### src/rtl/ws_strip_sequencer_pkg.sv
// Shared types and constants for the WS-style LED strip sequencer.
// Holds the FSM state encoding, colour layout and the colour unpack helper.
package ws_strip_sequencer_pkg;

    localparam int COLOR_W  = 24;
    localparam int MAX_LEDS = 256;

    localparam int RED_HI = 23;
    localparam int RED_LO = 16;
    localparam int GRN_HI = 15;
    localparam int GRN_LO = 8;
    localparam int BLU_HI = 7;
    localparam int BLU_LO = 0;

    typedef logic [2:0] state_t;

    localparam state_t ST_IDLE       = 3'd0;
    localparam state_t ST_ISSUE      = 3'd1;
    localparam state_t ST_WAIT_ACK   = 3'd2;
    localparam state_t ST_WAIT_DONE  = 3'd3;
    localparam state_t ST_LATCH      = 3'd4;
    localparam state_t ST_LATCH_ACK  = 3'd5;
    localparam state_t ST_LATCH_WAIT = 3'd6;

    typedef struct packed {
        logic [7:0] r;
        logic [7:0] g;
        logic [7:0] b;
    } color_t;

    function automatic color_t unpack_color(input logic [COLOR_W-1:0] c);
        color_t res;
        res.r = c[RED_HI:RED_LO];
        res.g = c[GRN_HI:GRN_LO];
        res.b = c[BLU_HI:BLU_LO];
        return res;
    endfunction

endpackage

### src/rtl/ws_strip_sequencer_pixel_ram.sv
// Per-pixel colour store: one synchronous write port, one asynchronous read port.
// Out-of-range writes are dropped so they can never alias onto a real pixel.
module ws_pixel_ram
    import ws_strip_sequencer_pkg::*;
#(
    parameter int NUM_LEDS = 10,
    parameter int ADDR_W   = 4
) (
    input  logic               clk,
    input  logic               wr_en_i,
    input  logic [7:0]         wr_addr_i,
    input  logic [COLOR_W-1:0] wr_data_i,
    input  logic [ADDR_W-1:0]  rd_addr_i,
    output logic [COLOR_W-1:0] rd_data_o
);

    logic [COLOR_W-1:0] mem [NUM_LEDS];
    logic               inRange;

    assign inRange = ({1'b0, wr_addr_i} < 9'(NUM_LEDS));

    always_ff @(posedge clk) begin
        if (wr_en_i && inRange) begin
            mem[wr_addr_i[ADDR_W-1:0]] <= wr_data_i;
        end
    end

    assign rd_data_o = mem[rd_addr_i];

endmodule

### src/rtl/ws_strip_sequencer.sv
// Frame sequencer feeding a WS-style strip driver one pixel at a time,
// with fill mode, a one-deep pending start and an optional auto-refresh timer.
module ws_strip_sequencer
    import ws_strip_sequencer_pkg::*;
#(
    parameter int NUM_LEDS = 10
) (
    input  logic               clk,
    input  logic               rst,
    input  logic               wr_en_i,
    input  logic [7:0]         wr_addr_i,
    input  logic [COLOR_W-1:0] wr_data_i,
    input  logic               start_i,
    input  logic               fill_en_i,
    input  logic [COLOR_W-1:0] fill_color_i,
    input  logic [31:0]        refresh_period_i,
    input  logic               ws_ready_i,
    output logic               busy_o,
    output logic               frame_done_o,
    output logic [7:0]         ws_r_o,
    output logic [7:0]         ws_g_o,
    output logic [7:0]         ws_b_o,
    output logic               ws_load_o,
    output logic               ws_reset_o
);

    localparam int         RAM_AW   = (NUM_LEDS > 1) ? $clog2(NUM_LEDS) : 1;
    localparam logic [7:0] LAST_IDX = 8'(NUM_LEDS - 1);

    state_t             state_q, state_d;
    logic [7:0]         idx_q, idx_d;
    logic               busy_q, busy_d;
    logic               pending_q, pending_d;
    logic               fill_sel_q, fill_sel_d;
    logic               frame_done_q, frame_done_d;
    logic               load_q, load_d;
    logic               reset_q, reset_d;
    color_t             color_q, color_d;
    logic [31:0]        timer_q, timer_d;
    logic               autoReq;
    logic               frameStart;
    logic [COLOR_W-1:0] pixelData;

    ws_pixel_ram #(
        .NUM_LEDS (NUM_LEDS),
        .ADDR_W   (RAM_AW)
    ) u_pixel_ram (
        .clk       (clk),
        .wr_en_i   (wr_en_i),
        .wr_addr_i (wr_addr_i),
        .wr_data_i (wr_data_i),
        .rd_addr_i (idx_q[RAM_AW-1:0]),
        .rd_data_o (pixelData)
    );

    // Auto-refresh timer measures from the most recent frame start, manual or automatic.
    always_comb begin
        autoReq = 1'b0;
        timer_d = timer_q;
        if (refresh_period_i == 32'd0) begin
            timer_d = 32'd0;
        end else if (timer_q >= refresh_period_i - 32'd1) begin
            autoReq = 1'b1;
            timer_d = 32'd0;
        end else begin
            timer_d = timer_q + 32'd1;
        end
        if (frameStart) begin
            timer_d = 32'd0;
        end
    end

    assign frameStart = (state_q == ST_IDLE) && (start_i || pending_q || autoReq);

    always_comb begin
        state_d      = state_q;
        idx_d        = idx_q;
        busy_d       = busy_q;
        pending_d    = pending_q;
        fill_sel_d   = fill_sel_q;
        frame_done_d = 1'b0;
        load_d       = 1'b0;
        reset_d      = 1'b0;
        color_d      = color_q;

        if (busy_q && (start_i || autoReq)) begin
            pending_d = 1'b1;
        end

        case (state_q)
            ST_IDLE: begin
                if (frameStart) begin
                    state_d    = ST_ISSUE;
                    idx_d      = 8'd0;
                    busy_d     = 1'b1;
                    fill_sel_d = fill_en_i;
                    pending_d  = 1'b0;
                end
            end
            ST_ISSUE: begin
                if (ws_ready_i) begin
                    color_d = fill_sel_q ? unpack_color(fill_color_i) : unpack_color(pixelData);
                    load_d  = 1'b1;
                    state_d = ST_WAIT_ACK;
                end
            end
            ST_WAIT_ACK: begin
                if (!ws_ready_i) begin
                    state_d = ST_WAIT_DONE;
                end
            end
            ST_WAIT_DONE: begin
                if (ws_ready_i) begin
                    if (idx_q == LAST_IDX) begin
                        state_d = ST_LATCH;
                    end else begin
                        idx_d   = idx_q + 8'd1;
                        state_d = ST_ISSUE;
                    end
                end
            end
            ST_LATCH: begin
                if (ws_ready_i) begin
                    reset_d = 1'b1;
                    state_d = ST_LATCH_ACK;
                end
            end
            ST_LATCH_ACK: begin
                if (!ws_ready_i) begin
                    state_d = ST_LATCH_WAIT;
                end
            end
            ST_LATCH_WAIT: begin
                if (ws_ready_i) begin
                    frame_done_d = 1'b1;
                    busy_d       = 1'b0;
                    state_d      = ST_IDLE;
                end
            end
            default: begin
                state_d = ST_IDLE;
                busy_d  = 1'b0;
            end
        endcase
    end

    always_ff @(posedge clk) begin
        if (rst) begin
            state_q      <= ST_IDLE;
            idx_q        <= 8'd0;
            busy_q       <= 1'b0;
            pending_q    <= 1'b0;
            fill_sel_q   <= 1'b0;
            frame_done_q <= 1'b0;
            load_q       <= 1'b0;
            reset_q      <= 1'b0;
            color_q      <= '0;
            timer_q      <= 32'd0;
        end else begin
            state_q      <= state_d;
            idx_q        <= idx_d;
            busy_q       <= busy_d;
            pending_q    <= pending_d;
            fill_sel_q   <= fill_sel_d;
            frame_done_q <= frame_done_d;
            load_q       <= load_d;
            reset_q      <= reset_d;
            color_q      <= color_d;
            timer_q      <= timer_d;
        end
    end

    assign busy_o       = busy_q;
    assign frame_done_o = frame_done_q;
    assign ws_load_o    = load_q;
    assign ws_reset_o   = reset_q;
    assign ws_r_o       = color_q.r;
    assign ws_g_o       = color_q.g;
    assign ws_b_o       = color_q.b;

endmodule
### config.mk
export PLATFORM = sky130hd
export DESIGN_NAME = ws_strip_sequencer
export DESIGN_NICKNAME = d
export VERILOG_FILES = /design/src/rtl/ws_strip_sequencer_pkg.sv /design/src/rtl/ws_strip_sequencer_pixel_ram.sv /design/src/rtl/ws_strip_sequencer.sv
export SDC_FILE = /design/constraint.sdc
export NUM_CORES = 1
export LEC_CHECK = 0
export ABC_AREA = 1
export CAP_MARGIN = 0
export CELL_PAD_IN_SITES_DETAIL_PLACEMENT = 1
export CELL_PAD_IN_SITES_GLOBAL_PLACEMENT = 2
export CORE_UTILIZATION = 39
export CTS_CLUSTER_SIZE = 20
export DETAILED_ROUTE_END_ITERATION = 12
export GPL_TIMING_DRIVEN = 0
export PLACE_DENSITY_LB_ADDON = 0.15
export SLEW_MARGIN = 20
export SYNTH_ARGS = -nofsm -noshare
export SYNTH_HDL_FRONTEND = slang
export SYNTH_HIERARCHICAL = 1
export SYNTH_SLANG_ARGS = --single-unit
### constraint.sdc
create_clock -name clk -period 7.1 [get_ports clk]
set_input_delay 1.42 -clock clk [delete_from_list [all_inputs] [get_ports clk]]
set_output_delay 1.42 -clock clk [all_outputs]
set_load 0.01 [all_outputs]
# --- Yosys cells after proc, flatten, opt, wreduce, memory -nomap -nowiden ---
# Memory sizes are Yosys's and may differ from the RTL's. A register that Yosys moved wholly into a read port is not among the register bits.
# Index checks and enable logic that the tools add are counted.
classes:
  n_bitwise: 4
  muxes: 27
  reduce_logical: 19
  eq_ne: 15
  n_lt_le_gt_ge: 2
  addsub: 3
ops:
  columns: ["op", "n"]
  rows:
  - ["32-bit by 1-bit adder with 32-bit output, second input constant", 1]
  - ["32-bit greater-or-equal comparator", 1]
  - ["32-bit zero test", 1]
  - ["32-bit by 1-bit subtractor with 32-bit output, second input constant", 1]
  - ["24-bit two-way mux", 1]
  - ["3-bit two-way mux", 8]
  - ["8-bit two-way mux", 3]
  - ["3-bit one-hot mux with 7 select lines", 1]
  - ["2-bit inequality test, second input constant", 8]
  - ["8-bit one-hot mux with 2 select lines", 1]
  - ["1-bit two-way mux", 10]
  - ["3-bit equality test, second input constant", 3]
  - ["8-bit by 1-bit adder with 8-bit output, second input constant", 1]
  - ["8-bit by 4-bit equality test with 1-bit output, second input constant", 1]
  - ["8-bit by 4-bit < comparator with 1-bit output, second input constant", 1]
  - ["4-bit two-way mux", 2]
  - ["7-bit AND reduction", 1]
  - ["3-bit by 2-bit equality test with 1-bit output, second input constant", 2]
  - ["2-bit OR reduction", 3]
  - ["5-bit OR reduction", 1]
  - ["1-bit inverter", 4]
  - ["2-bit AND reduction", 2]
  - ["4-bit AND reduction", 1]
  - ["4-bit OR reduction", 1]
  - ["7 further kinds", 11]
totals:
  reg_bits: 73
  n_memories: 1
  input_bits: 94
  ramBits: 240
  out_inout_bits: 28
mem_list:
  columns: ["memory", "words", "width", "rd", "rd_clocked_by_memory_dff", "wr", "line", "source"]
  rows:
  - ["u_pixel_ram.mem", 10, 24, 1, 1, 1, "ws_strip_sequencer_pixel_ram.sv:17", "logic [COLOR_W-1:0] mem [NUM_LEDS];"]

# --- Depth between registers and ports, before layout ---
# Gate-level depths: netlist of the first run.
depth:
  word_depth: 10
  mapped_depth: 25

# --- By module ---
# Netlist of the first run, hierarchy kept.
by_module_without_submodules:
  columns: ["mod", "cells_per_inst", "seq_area_each_um2", "area_per_inst_um2", "instances"]
  rows:
  - ["ws_pixel_ram", 941, 7206.9, 10119.7, 1]
  - ["ws_strip_sequencer", 761, 1461.4, 5126.2, 1]

# --- Least setup slack after synthesis of the first run ---
# Ideal clock, no wire load.
synth_path:
  path_type: "in2reg"
  from: "input refresh_period_i[0]"
  to: "register timer_q[0]"
  t_required_ns: 6.984
  arrival_time_ns: 3.970
  slack_ns: 3.014
  stages: 21
  setup_ns: 0.116
  path_buffers: 1
  path_cell_list: "inv_1 -> nand2_1 -> nor3_2 -> nand2_1 -> nor2_1 -> nand3_2 -> nor4_1 -> xnor2_1 -> ha_1 -> nand2_1 -> nor2_1 -> nand2_1 -> nor4_1 -> nand2_1 -> nand2_1 -> nand2_1 -> nand2_1 -> nand2_2 -> nand2_2 -> buf_2 -> nor2_1"
synth_via:
  elab_chain_cells: 7
synth_rtl:
  columns: ["item", "line", "source"]
  rows:
  - ["start: declaration", "ws_strip_sequencer.sv:16", "input logic [31:0] refresh_period_i,"]
  - ["32-bit by 1-bit subtractor with 32-bit output", "ws_strip_sequencer.sv:62", "end else if (timer_q >= refresh_period_i - 32'd1) begin"]
  - ["32-bit greater-or-equal comparator", "ws_strip_sequencer.sv:62", null]
  - ["1-bit two-way mux", "ws_strip_sequencer.sv:62", null]
  - ["1-bit two-way mux", "ws_strip_sequencer.sv:60", "if (refresh_period_i == 32'd0) begin"]
  - ["1-bit logical OR", "ws_strip_sequencer.sv:73", "assign frameStart = (state_q == ST_IDLE) && (start_i || pending_q || autoReq);"]
  - ["1-bit logical AND", "ws_strip_sequencer.sv:73", null]
  - ["4-bit OR reduction (no line) (*)", null, null]
  - ["end signal: assignment", "ws_strip_sequencer.sv:169", "timer_q <= timer_d;"]
  - ["end: declaration", "ws_strip_sequencer.sv:39", "logic [31:0] timer_q, timer_d;"]
# Mark *: on every way between the ends. The rest lies on a longest branch, timed or not.
# A chain may end at the register's enable or synchronous reset.

# --- Worst setup path in the final report of the first run ---
layout_path:
  from: "input refresh_period_i[2]"
  to: "register timer_q[0]"
# Same word-level chain as after synthesis.

==> results_dict.tcl, run 1 <==
set metrics [dict create \
    status "finished clean" \
    final_nets 2007 \
    synth_most_common_cell "nand2_1" \
    die_width_um 200 \
    vdd_drop_max_uv 210 \
    dp_hpwl_mm 34.4 \
    ys_seq_elements 313 \
    maxCapViolCount 0 \
    grt_pass1_vias 12700 \
    leakage_nw 7.62 \
    die_y_um 200 \
    track_usage 0.241 \
    arrival_ns 5.29 \
    ios 122 \
    avgSynthCellArea_um2 8.96 \
    critPathMaxFanout 10 \
    rsz0062_at_grt "false" \
    post-cts-setup-buffers 0 \
    grt_pass1_wl_mm 71.9 \
    layout-drive-gt1-share 0.0832 \
    cts_hold_buf 0 \
    globalplace.congestion 0.783 \
    postPlaceCellArea_mm2 0.0174 \
    std_cell_rows 72 \
    cts_resized 0 \
    cts.sinks 313 \
    wl_mm 47.0 \
    viasPerCell 5.04 \
    io_buffers 121 \
    dp_slack_ns 1.56 \
    fin_area_mm2 0.0186 \
    drc_errors 0 \
    hold_class "flop to flop" \
    wl_per_cell_um 19.4 \
    start_util 0.395 \
    cp-end-kind "flop" \
    min_period_ns 4.90 \
    tightest_slew_ns 0.964 \
    seq_area_frac_synth 0.569 \
    fmax_ghz 0.204 \
    yosysTopAreaCellShare 0.473 \
    core_mm2 0.0386 \
    synth_edf_count 240 \
    p_per_area_mw_per_mm2 316 \
    slew_headroom 0.357 \
    ant_nets 0 \
    finish.utilization 0.483 \
    drtIter0Drc 551 \
    clk_latency_ns 0.53 \
    hold_viol_final 0 \
    async_flop_share 0 \
    synth_common_cells "nand2_1, inv_1, edfxtp_1" \
    numCtsBuffers 36 \
    required_ns 7.50 \
    synth_nets 1833 \
    grt_antenna_before_repair 2 \
    syn2layout_area_growth_pct 22.0 \
    synth_largest_area_cell "edfxtp_1" \
    ys.flop_type "edfxtp_1" \
    clkTransAtPathRegs_ns 0.06 \
    cts_root_buf "clkbuf_16" \
    finalWorstSetupSlack_ns 2.20 \
    slew_violations 0 \
    vias 12200 \
    htreeDepth 2 \
    grt_start_max_net_pins 20 \
    netlist_area_mm2 0.0152 \
    start_kind "input port" \
    finalClockSkew_ns 0.0231 \
    yosys_warnings 6 \
    tritoncts "done" \
    grt_overflow_total 0 \
    finalSetupViolCount 0 \
    synthCells 1702 \
    crit_type "input port to flop" \
    synth_area_leaders "edfxtp_1, nand2_1, dfxtp_1" \
    die_area_mm2 0.0399 \
    clk_path_buf_depth 3 \
    layout_worst_path_cycle_share 0.689 \
    setup_tns_ns 0 \
    dr.pass1.iters 5 \
    synth.distinct_cells 38 \
]
[state kept, by name (all words and copies together), names as in the netlist, 3 cells and up]
signal           flops
ws_b_o               8
u_pixel_ram/mem    240
timer_q             32
idx_q                8
ws_r_o               8
ws_g_o               8
state_q              3
[cell families (layout without fill, tap and decap cells)]
| family | count (synthesis) | after routing | synth area share |
|---|---|---|---|
| adder cells (fa/ha/maj) | 37 | 37 | 0.0304 |
| buffers and inverters | 320 | 517 | 0.0846 |
| other | 0 | 2 | 0 |
| AO/OA/AOI/OAI | 154 | 154 | 0.0552 |
| flip-flops | 313 | 313 | 0.569 |
| AND/OR/NAND/NOR | 834 | 834 | 0.236 |
| XOR/XNOR | 44 | 44 | 0.0253 |
[final cells by class]
| type | instances | area (um^2) |
|---|---|---|
| Fill cell | 4532 | 20000 |
| Sequential cell | 313 | 8670 |
| Multi-Input combinational cell | 1069 | 5360 |
| Timing Repair Buffer | 136 | 1470 |
| Clock buffer | 46 | 983 |
| Inverter | 255 | 957 |
| Tap cell | 518 | 648 |
| Buffer | 65 | 333 |
| Clock inverter | 15 | 184 |
| Antenna cell | 2 | 5.00 |
[worst paths after layout]
kind / slack (ns) / start / endpoint / cells past startpoint
max: 2.20 / refresh_period_i[2] / timer_q[0]$_SDFF_PP0_ / 22
min: 0.50 / timer_q[0]$_SDFF_PP0_ / timer_q[0]$_SDFF_PP0_ / 1
max reg2reg: 4.59 / idx_q[2]$_SDFFE_PP0P_ / ws_g_o[0]$_SDFFE_PP0P_ / 9
min reg2reg: 0.50 / timer_q[0]$_SDFF_PP0_ / timer_q[0]$_SDFF_PP0_ / 1
[worst max-delay path: stages]
cell	delay (ns)
clkdlybuf4s50_1	0.46
nor2_1	0.13
nand2_1	0.09
nor3_2	0.19
nand2_1	0.22
nor2_1	0.34
nand3_2	0.18
nor4_1	0.27
xnor2_1	0.14
ha_1	0.31
nand2_1	0.07
nor2_1	0.14
nand2_1	0.09
nor4_1	0.17
nand2_1	0.08
nand2_1	0.14
nand2_1	0.10
nand2_1	0.12
nand2_2	0.09
nand2_2	0.16
buf_2	0.30
nor2_1	0.08
[through the flow]
| step | hold WS (ns) | power, mW | cells |
|---|---|---|---|
| floorplan | 0.430 | 3.26 | 1702 |
| global placement | 0.443 | 4.04 | 2341 |
| detailed placement | 0.496 | 4.09 | 2356 |
| CTS | 0.512 | 5.94 | 2417 |
| global route | 0.538 | 6.21 | 2419 |
| finish | 0.498 | 5.89 | 2419 |
[cell usage in the layout (no fill, tap or decap), drive strengths merged, types with 2 or more instances in the layout]
cell type and instances:
a21o 4, a21oi 86, a31oi 4, buf 58, bufinv 3, clkbuf 68
clkdlybuf4s50 121, clkinv 12, dfxtp 73, diode 2, edfxtp 240, ha 37
inv 254, nand2 394, nand3 183, nand4 11, nor2 184, nor3 24
nor4 20, o21a 2, o21ai 55, or2 17, xnor2 15, xor2 29
[report_power, final]
group,total (mW),switching (mW),internal [mW]
combinational,1.94,1.34,0.602
clock,1.83,0.742,1.09
sequential,2.11,0.0710,2.04
[layer usage]
metal / share of wire / global-route usage
met4: 0.018 / 0.0554
met5: 0 / 0
met3: 0.045 / 0.0351
met2: 0.49 / 0.418
met1: 0.45 / 0.316
Power figures use the tool's default switching activity.
==> inputs of run 2 (changes only) <==
--- a/config.mk
+++ b/config.mk
@@ -9,7 +9,7 @@
 export CAP_MARGIN = 0
 export CELL_PAD_IN_SITES_DETAIL_PLACEMENT = 1
 export CELL_PAD_IN_SITES_GLOBAL_PLACEMENT = 2
-export CORE_UTILIZATION = 39
+export CORE_UTILIZATION = 33
 export CTS_CLUSTER_SIZE = 20
 export DETAILED_ROUTE_END_ITERATION = 12
 export GPL_TIMING_DRIVEN = 0
==> constraint.sdc (replaced) <==
create_clock -name clk -period 4.25 [get_ports clk]
set_input_delay 0.85 -clock clk [delete_from_list [all_inputs] [get_ports clk]]
set_output_delay 0.85 -clock clk [all_outputs]
set_load 0.01 [all_outputs]
==> run 2 against run 1 <==
  * Sequential power rose by 67%
  * Critical path depth rose by 1
  * Via count fell by 0.46%
  * Power rose by 70%
  * Die area rose by 18%
  * Global-route usage fell by 3.2 points
  * Cell count rose by 3.4%
  * Highest routed layer unchanged
  * First-iteration DRC count rose by 8.3%
  * Critical endpoint is now timer_q[23]$_SDFF_PP0_
  * Sequential share of layout area fell by 0.64 points
  * Worst hold slack got worse by 0.020 ns
==> results_dict.tcl, run 2 (synthesis results as in run 1) <==
set metrics [dict create \
    dpl.cell_count 2437 \
    hold_viol_final 0 \
    finalPower_mw 10.0 \
    numCtsBuffers 38 \
    min_period_ns 3.91 \
    finalSetupViolCount 0 \
    met1_length_mm 22.9 \
    core_mm2 0.0455 \
    wl_mm 48.2 \
    grt_start_max_net_pins 15 \
    viasPerCell 4.85 \
    dp_slack_ns -0.627 \
    postPlaceCellArea_mm2 0.0175 \
    track_usage 0.209 \
    wl_met3_mm 1.88 \
    io_buffers 121 \
    fin_cells 2502 \
    final_common_cell "nand2_1" \
    std_cell_rows 78 \
    grt_pass1_vias 12400 \
    die_width_um 217 \
    clkTransAtPathRegs_ns 0.05 \
    hold_class "flop to flop" \
    required_ns 4.69 \
    fin_area_mm2 0.0189 \
    maxCapViolCount 0 \
    ant_nets 0 \
    layout_common_cells "nand2_1, inv_1, edfxtp_1, nand3_1, nor2_1" \
    arrival_ns 4.34 \
    die_y_um 217 \
    cts.sinks 313 \
    cts_root_buf "clkbuf_16" \
    syn2layout_area_growth_pct 23.7 \
    htreeDepth 2 \
    die_area_mm2 0.0471 \
    grt_pass1_wl_mm 73.7 \
    drc_errors 0 \
    diodes 0 \
    leakage_nw 7.69 \
    finalWorstSetupSlack_ns 0.343 \
    ios 122 \
    highest_layer "met4" \
    vdd_drop_max_uv 336 \
    dr.pass1.iters 5 \
    slew_headroom 0.395 \
    crit_type "input port to flop" \
    start_kind "input port" \
    clk_latency_ns 0.57 \
    layout-drive-gt1-share 0.0910 \
    dp_hpwl_mm 35.2 \
    cp-end-kind "flop" \
    ff2ff_setup_slack_ns 1.60 \
    start_util 0.335 \
    layout_worst_path_cycle_share 0.919 \
    vias 12100 \
    largest_reg_flops 240 \
    tightest_slew_ns 0.907 \
    slew_violations 0 \
    finalClockSkew_ns 0.0267 \
    clk_path_buf_depth 3 \
    grt_antenna_before_repair 0 \
    status "finished clean" \
    p_per_area_mw_per_mm2 532 \
    fmax_ghz 0.256 \
    critPathMaxFanout 10 \
    drtIter0Drc 597 \
    tritoncts "done" \
    final_nets 2009 \
    wl_per_cell_um 19.3 \
    grt_overflow_total 0 \
    globalplace.congestion 0.785 \
    wl_met2_mm 22.7 \
]
[run 2: layout make-up]
type	count	area [um^2]
multi-input combinational	1069	5450
timing repair buffer	136	1500
clock inverter	18	215
clock buffer	46	981
buffer	65	345
tap	600	751
fill	5278	26600
sequential	313	8670
inverter	255	957
[run 2: what timing repair did]
item	CTS	global route
hold buffers	0	0
buffers inserted	0	1
gates resized for setup	1	25
setup endpoints to repair	10	44
endpoints found under the hold margin	0	0
pin swaps	0	3
[run 2: final timing paths]
kind | start | to | cells past startpoint
worst min-delay path | timer_q[0]$_SDFF_PP0_ | timer_q[0]$_SDFF_PP0_ | 1
worst min register to register | timer_q[0]$_SDFF_PP0_ | timer_q[0]$_SDFF_PP0_ | 1
worst max register to register | idx_q[2]$_SDFFE_PP0P_ | ws_g_o[6]$_SDFFE_PP0P_ | 10
worst max-delay path | refresh_period_i[4] | timer_q[23]$_SDFF_PP0_ | 23
[run 2: critical path: stages]
cell	delay, ns
clkdlybuf4s50_1	0.47
nor2_1	0.13
inv_1	0.07
nor2_1	0.19
inv_1	0.13
nor2_4	0.18
nand4_1	0.21
nor2_2	0.18
nand2_1	0.09
xor2_1	0.15
ha_1	0.28
nand2_1	0.04
nor2_1	0.12
nand2_1	0.11
nor4_1	0.18
nand2_1	0.09
nand2_1	0.13
nand2_1	0.11
nand2_1	0.13
nand2_2	0.12
nand2_4	0.14
buf_6	0.18
nor2_1	0.06
[run 2: per-layer routing]
metal | track usage | up-vias
met5 | 0 | -
met4 | 0.0484 | 0
met1 | 0.284 | 5966
li1 | - | 5905
met2 | 0.351 | 208
met3 | 0.0288 | 54
[run 2: per-stage QoR]
| step | utilization | hold WS [ns] | setup TNS [ns] |
|---|---|---|---|
| final | 0.415 | 0.478 | 0 |
| after floorplan | - | 0.430 | 0 |
| after global placement | 0.378 | 0.443 | -139.27 |
| after CTS | 0.412 | 0.485 | 0 |
| after detailed placement | 0.386 | 0.472 | -22.87 |
| after global routing | 0.415 | 0.525 | -0.0292 |
[run 2: power breakdown]
part | internal, mW | switching (mW)
clock | 1.89 | 1.32
combinational | 1.01 | 2.28
sequential | 3.40 | 0.121
==> inputs of run 3 (changes only) <==
--- a/config.mk
+++ b/config.mk
@@ -9,9 +9,10 @@
 export CAP_MARGIN = 0
 export CELL_PAD_IN_SITES_DETAIL_PLACEMENT = 1
 export CELL_PAD_IN_SITES_GLOBAL_PLACEMENT = 2
-export CORE_UTILIZATION = 33
+export CORE_UTILIZATION = 39
 export CTS_CLUSTER_SIZE = 20
 export DETAILED_ROUTE_END_ITERATION = 12
+export GPL_ROUTABILITY_DRIVEN = 0
 export GPL_TIMING_DRIVEN = 0
 export PLACE_DENSITY_LB_ADDON = 0.15
 export SLEW_MARGIN = 20
==> constraint.sdc (replaced) <==
create_clock -name clk -period 4.6 [get_ports clk]
set_input_delay 0.92 -clock clk [delete_from_list [all_inputs] [get_ports clk]]
set_output_delay 0.92 -clock clk [all_outputs]
set_load 0.01 [all_outputs]
==> run 3 against run 2 <==
  * Global-route usage increased by 3.2 points
  * Utilization increased by 6.9 points
  * Combinational power decreased by 8.5%
  * Die area decreased by 15%
==> results_dict.tcl, run 3 (synthesis results as in run 1) <==
set metrics [dict create \
    p_seq_frac 0.358 \
    grt_antenna_before_repair 2 \
    post-cts-setup-buffers 0 \
    grt_util_met2 0.418 \
    drc_errors 0 \
    drtIter0Drc 602 \
    numCtsBuffers 36 \
    vias 12200 \
    clk_latency_ns 0.53 \
    fmax_ghz 0.238 \
    core_mm2 0.0386 \
    slew_violations 0 \
    finalWorstSetupSlack_ns 0.391 \
    hold_class "flop to flop" \
    clk_path_buf_depth 3 \
    leakage_nw 7.62 \
    fin_area_mm2 0.0186 \
    hold_viol_final 0 \
    ant_nets 0 \
    slew_headroom 0.362 \
    die_y_um 200 \
    layout-drive-gt1-share 0.0869 \
    track_usage 0.241 \
    tightest_slew_ns 0.957 \
    finalSetupViolCount 0 \
    rr_endpoint "ws_g_o[0]$_SDFFE_PP0P_" \
    required_ns 5.00 \
    largest_reg_flops 240 \
    grt_use_met1 0.316 \
    p_per_area_mw_per_mm2 488 \
    crit_start "refresh_period_i[11]" \
    cp-end-kind "flop" \
    status "finished clean" \
    grt_pass1_wl_mm 71.9 \
    start_kind "input port" \
    io_buffers 121 \
    vdd_drop_max_uv 323 \
    grt_pass1_vias 12700 \
    cts_root_buf "clkbuf_16" \
    ios 122 \
    viasPerCell 5.04 \
    grt_overflow_total 0 \
    clock_power_share 0.311 \
    clkTransAtPathRegs_ns 0.06 \
    switching_power_mw 3.34 \
    die_width_um 200 \
    postPlaceCellArea_mm2 0.0174 \
    die_area_mm2 0.0399 \
    layout_worst_path_cycle_share 0.915 \
    ff2ff_setup_slack_ns 2.08 \
    p_int_mw 5.76 \
    busiest_layer "met2" \
    std_cell_rows 72 \
    start_util 0.395 \
    final_common_cell "nand2_1" \
    dp_hpwl_mm 34.4 \
    finish.utilization 0.483 \
    layout_common_cells "nand2_1, inv_1, edfxtp_1, nand3_1, nor2_1" \
    critPathMaxFanout 10 \
    cts.sinks 313 \
    cp-endpoint "timer_q[0]$_SDFF_PP0_" \
    met3_usage 0.0351 \
    final_nets 2007 \
    min_period_ns 4.21 \
    reg2reg_depth 9 \
    htreeDepth 2 \
    r2r_start "idx_q[2]$_SDFFE_PP0P_" \
    wl_mm 47.0 \
    finalClockSkew_ns 0.0230 \
    dp_slack_ns -0.444 \
    power_frac_comb 0.331 \
    dr.pass1.iters 5 \
    tritoncts "done" \
    arrival_ns 4.61 \
    maxCapViolCount 0 \
    wl_per_cell_um 19.4 \
    netSwitchingFraction 0.367 \
    grt_start_max_net_pins 20 \
    crit_type "input port to flop" \
    syn2layout_area_growth_pct 22.3 \
]
## run 3: changes by cell type in the layout (fill, tap and decap cells not counted), sizes merged
cell	previous run	this run
clkinv	13	12
bufinv	4	3
dlymetal6s2s	3	0
clkdlybuf4s50	118	121
diode	0	2
inv	256	254
clkinvlp	0	1
## run 3: cell type report
| cell class | instances | area [um^2] |
|---|---|---|
| Fill cell | 4530 | 19900 |
| Sequential cell | 313 | 8670 |
| Multi-Input combinational cell | 1069 | 5390 |
| Timing Repair Buffer | 136 | 1470 |
| Clock buffer | 46 | 983 |
| Inverter | 255 | 957 |
| Tap cell | 518 | 648 |
| Buffer | 65 | 335 |
| Clock inverter | 15 | 184 |
| Antenna cell | 2 | 5.00 |
## run 3: power groups by stage
stage | Combinational, mW | Sequential, mW | Clock, mW
after floorplan | 1.72 | 3.30 | 0
after global routing | 3.33 | 3.27 | 2.99
final | 3.01 | 3.25 | 2.83
after detailed placement | 3.00 | 3.31 | 0
after global placement | 2.93 | 3.31 | 0
after CTS | 3.02 | 3.25 | 2.90
## run 3: through the flow
| stage | cells | TNS, ns | power [mW] | hold slack (ns) |
|---|---|---|---|---|
| floorplan | 1702 | 0 | 5.02 | 0.430 |
| global placement | 2341 | -66.14 | 6.24 | 0.443 |
| detailed placement | 2356 | -12.51 | 6.31 | 0.496 |
| CTS | 2417 | 0 | 9.17 | 0.512 |
| global route | 2419 | -0.00267 | 9.59 | 0.538 |
| finish | 2419 | 0 | 9.09 | 0.498 |
## run 3: worst max-delay path: stages
cell and delay, ns:
clkdlybuf4s50_1 0.45, or2_1 0.29, nor2_1 0.15, inv_1 0.07
nor4_1 0.29, nand4_1 0.21, nor2_1 0.22, nand2_1 0.09
xor2_1 0.17, ha_1 0.29, nand2_1 0.04, nor2_1 0.12
nand2_1 0.09, nor4_1 0.17, nand2_1 0.08, nand2_1 0.14
nand2_1 0.10, nand2_1 0.12, nand2_2 0.09, nand2_2 0.17
clkbuf_4 0.27, nor2_1 0.06
## run 3: routing by layer
metal | vias up | part of all wire
met3 | 49 | 0.043
met1 | 5986 | 0.45
li1 | 5923 | -
met5 | - | 0
met4 | 0 | 0.017
met2 | 232 | 0.49
## run 3: how the worst min path moves through the flow
stage	start	end	slack [ns]	depth (start not counted)
after floorplan	timer_q[0]$_SDFF_PP0_	timer_q[0]$_SDFF_PP0_	0.43	1
after global placement	timer_q[0]$_SDFF_PP0_	timer_q[0]$_SDFF_PP0_	0.44	1
after detailed placement	busy_o$_SDFFE_PP0P_	busy_o$_SDFFE_PP0P_	0.50	2
after CTS	timer_q[0]$_SDFF_PP0_	timer_q[0]$_SDFF_PP0_	0.51	1
after global routing	timer_q[31]$_SDFF_PP0_	timer_q[31]$_SDFF_PP0_	0.54	2
final	timer_q[0]$_SDFF_PP0_	timer_q[0]$_SDFF_PP0_	0.50	1
## run 3: what timing repair did
item	4_1_cts	5_1_grt
hold buffers	0	0
setup endpoints to repair	0	40
gates resized for setup	0	9
endpoints found under the hold margin	0	0
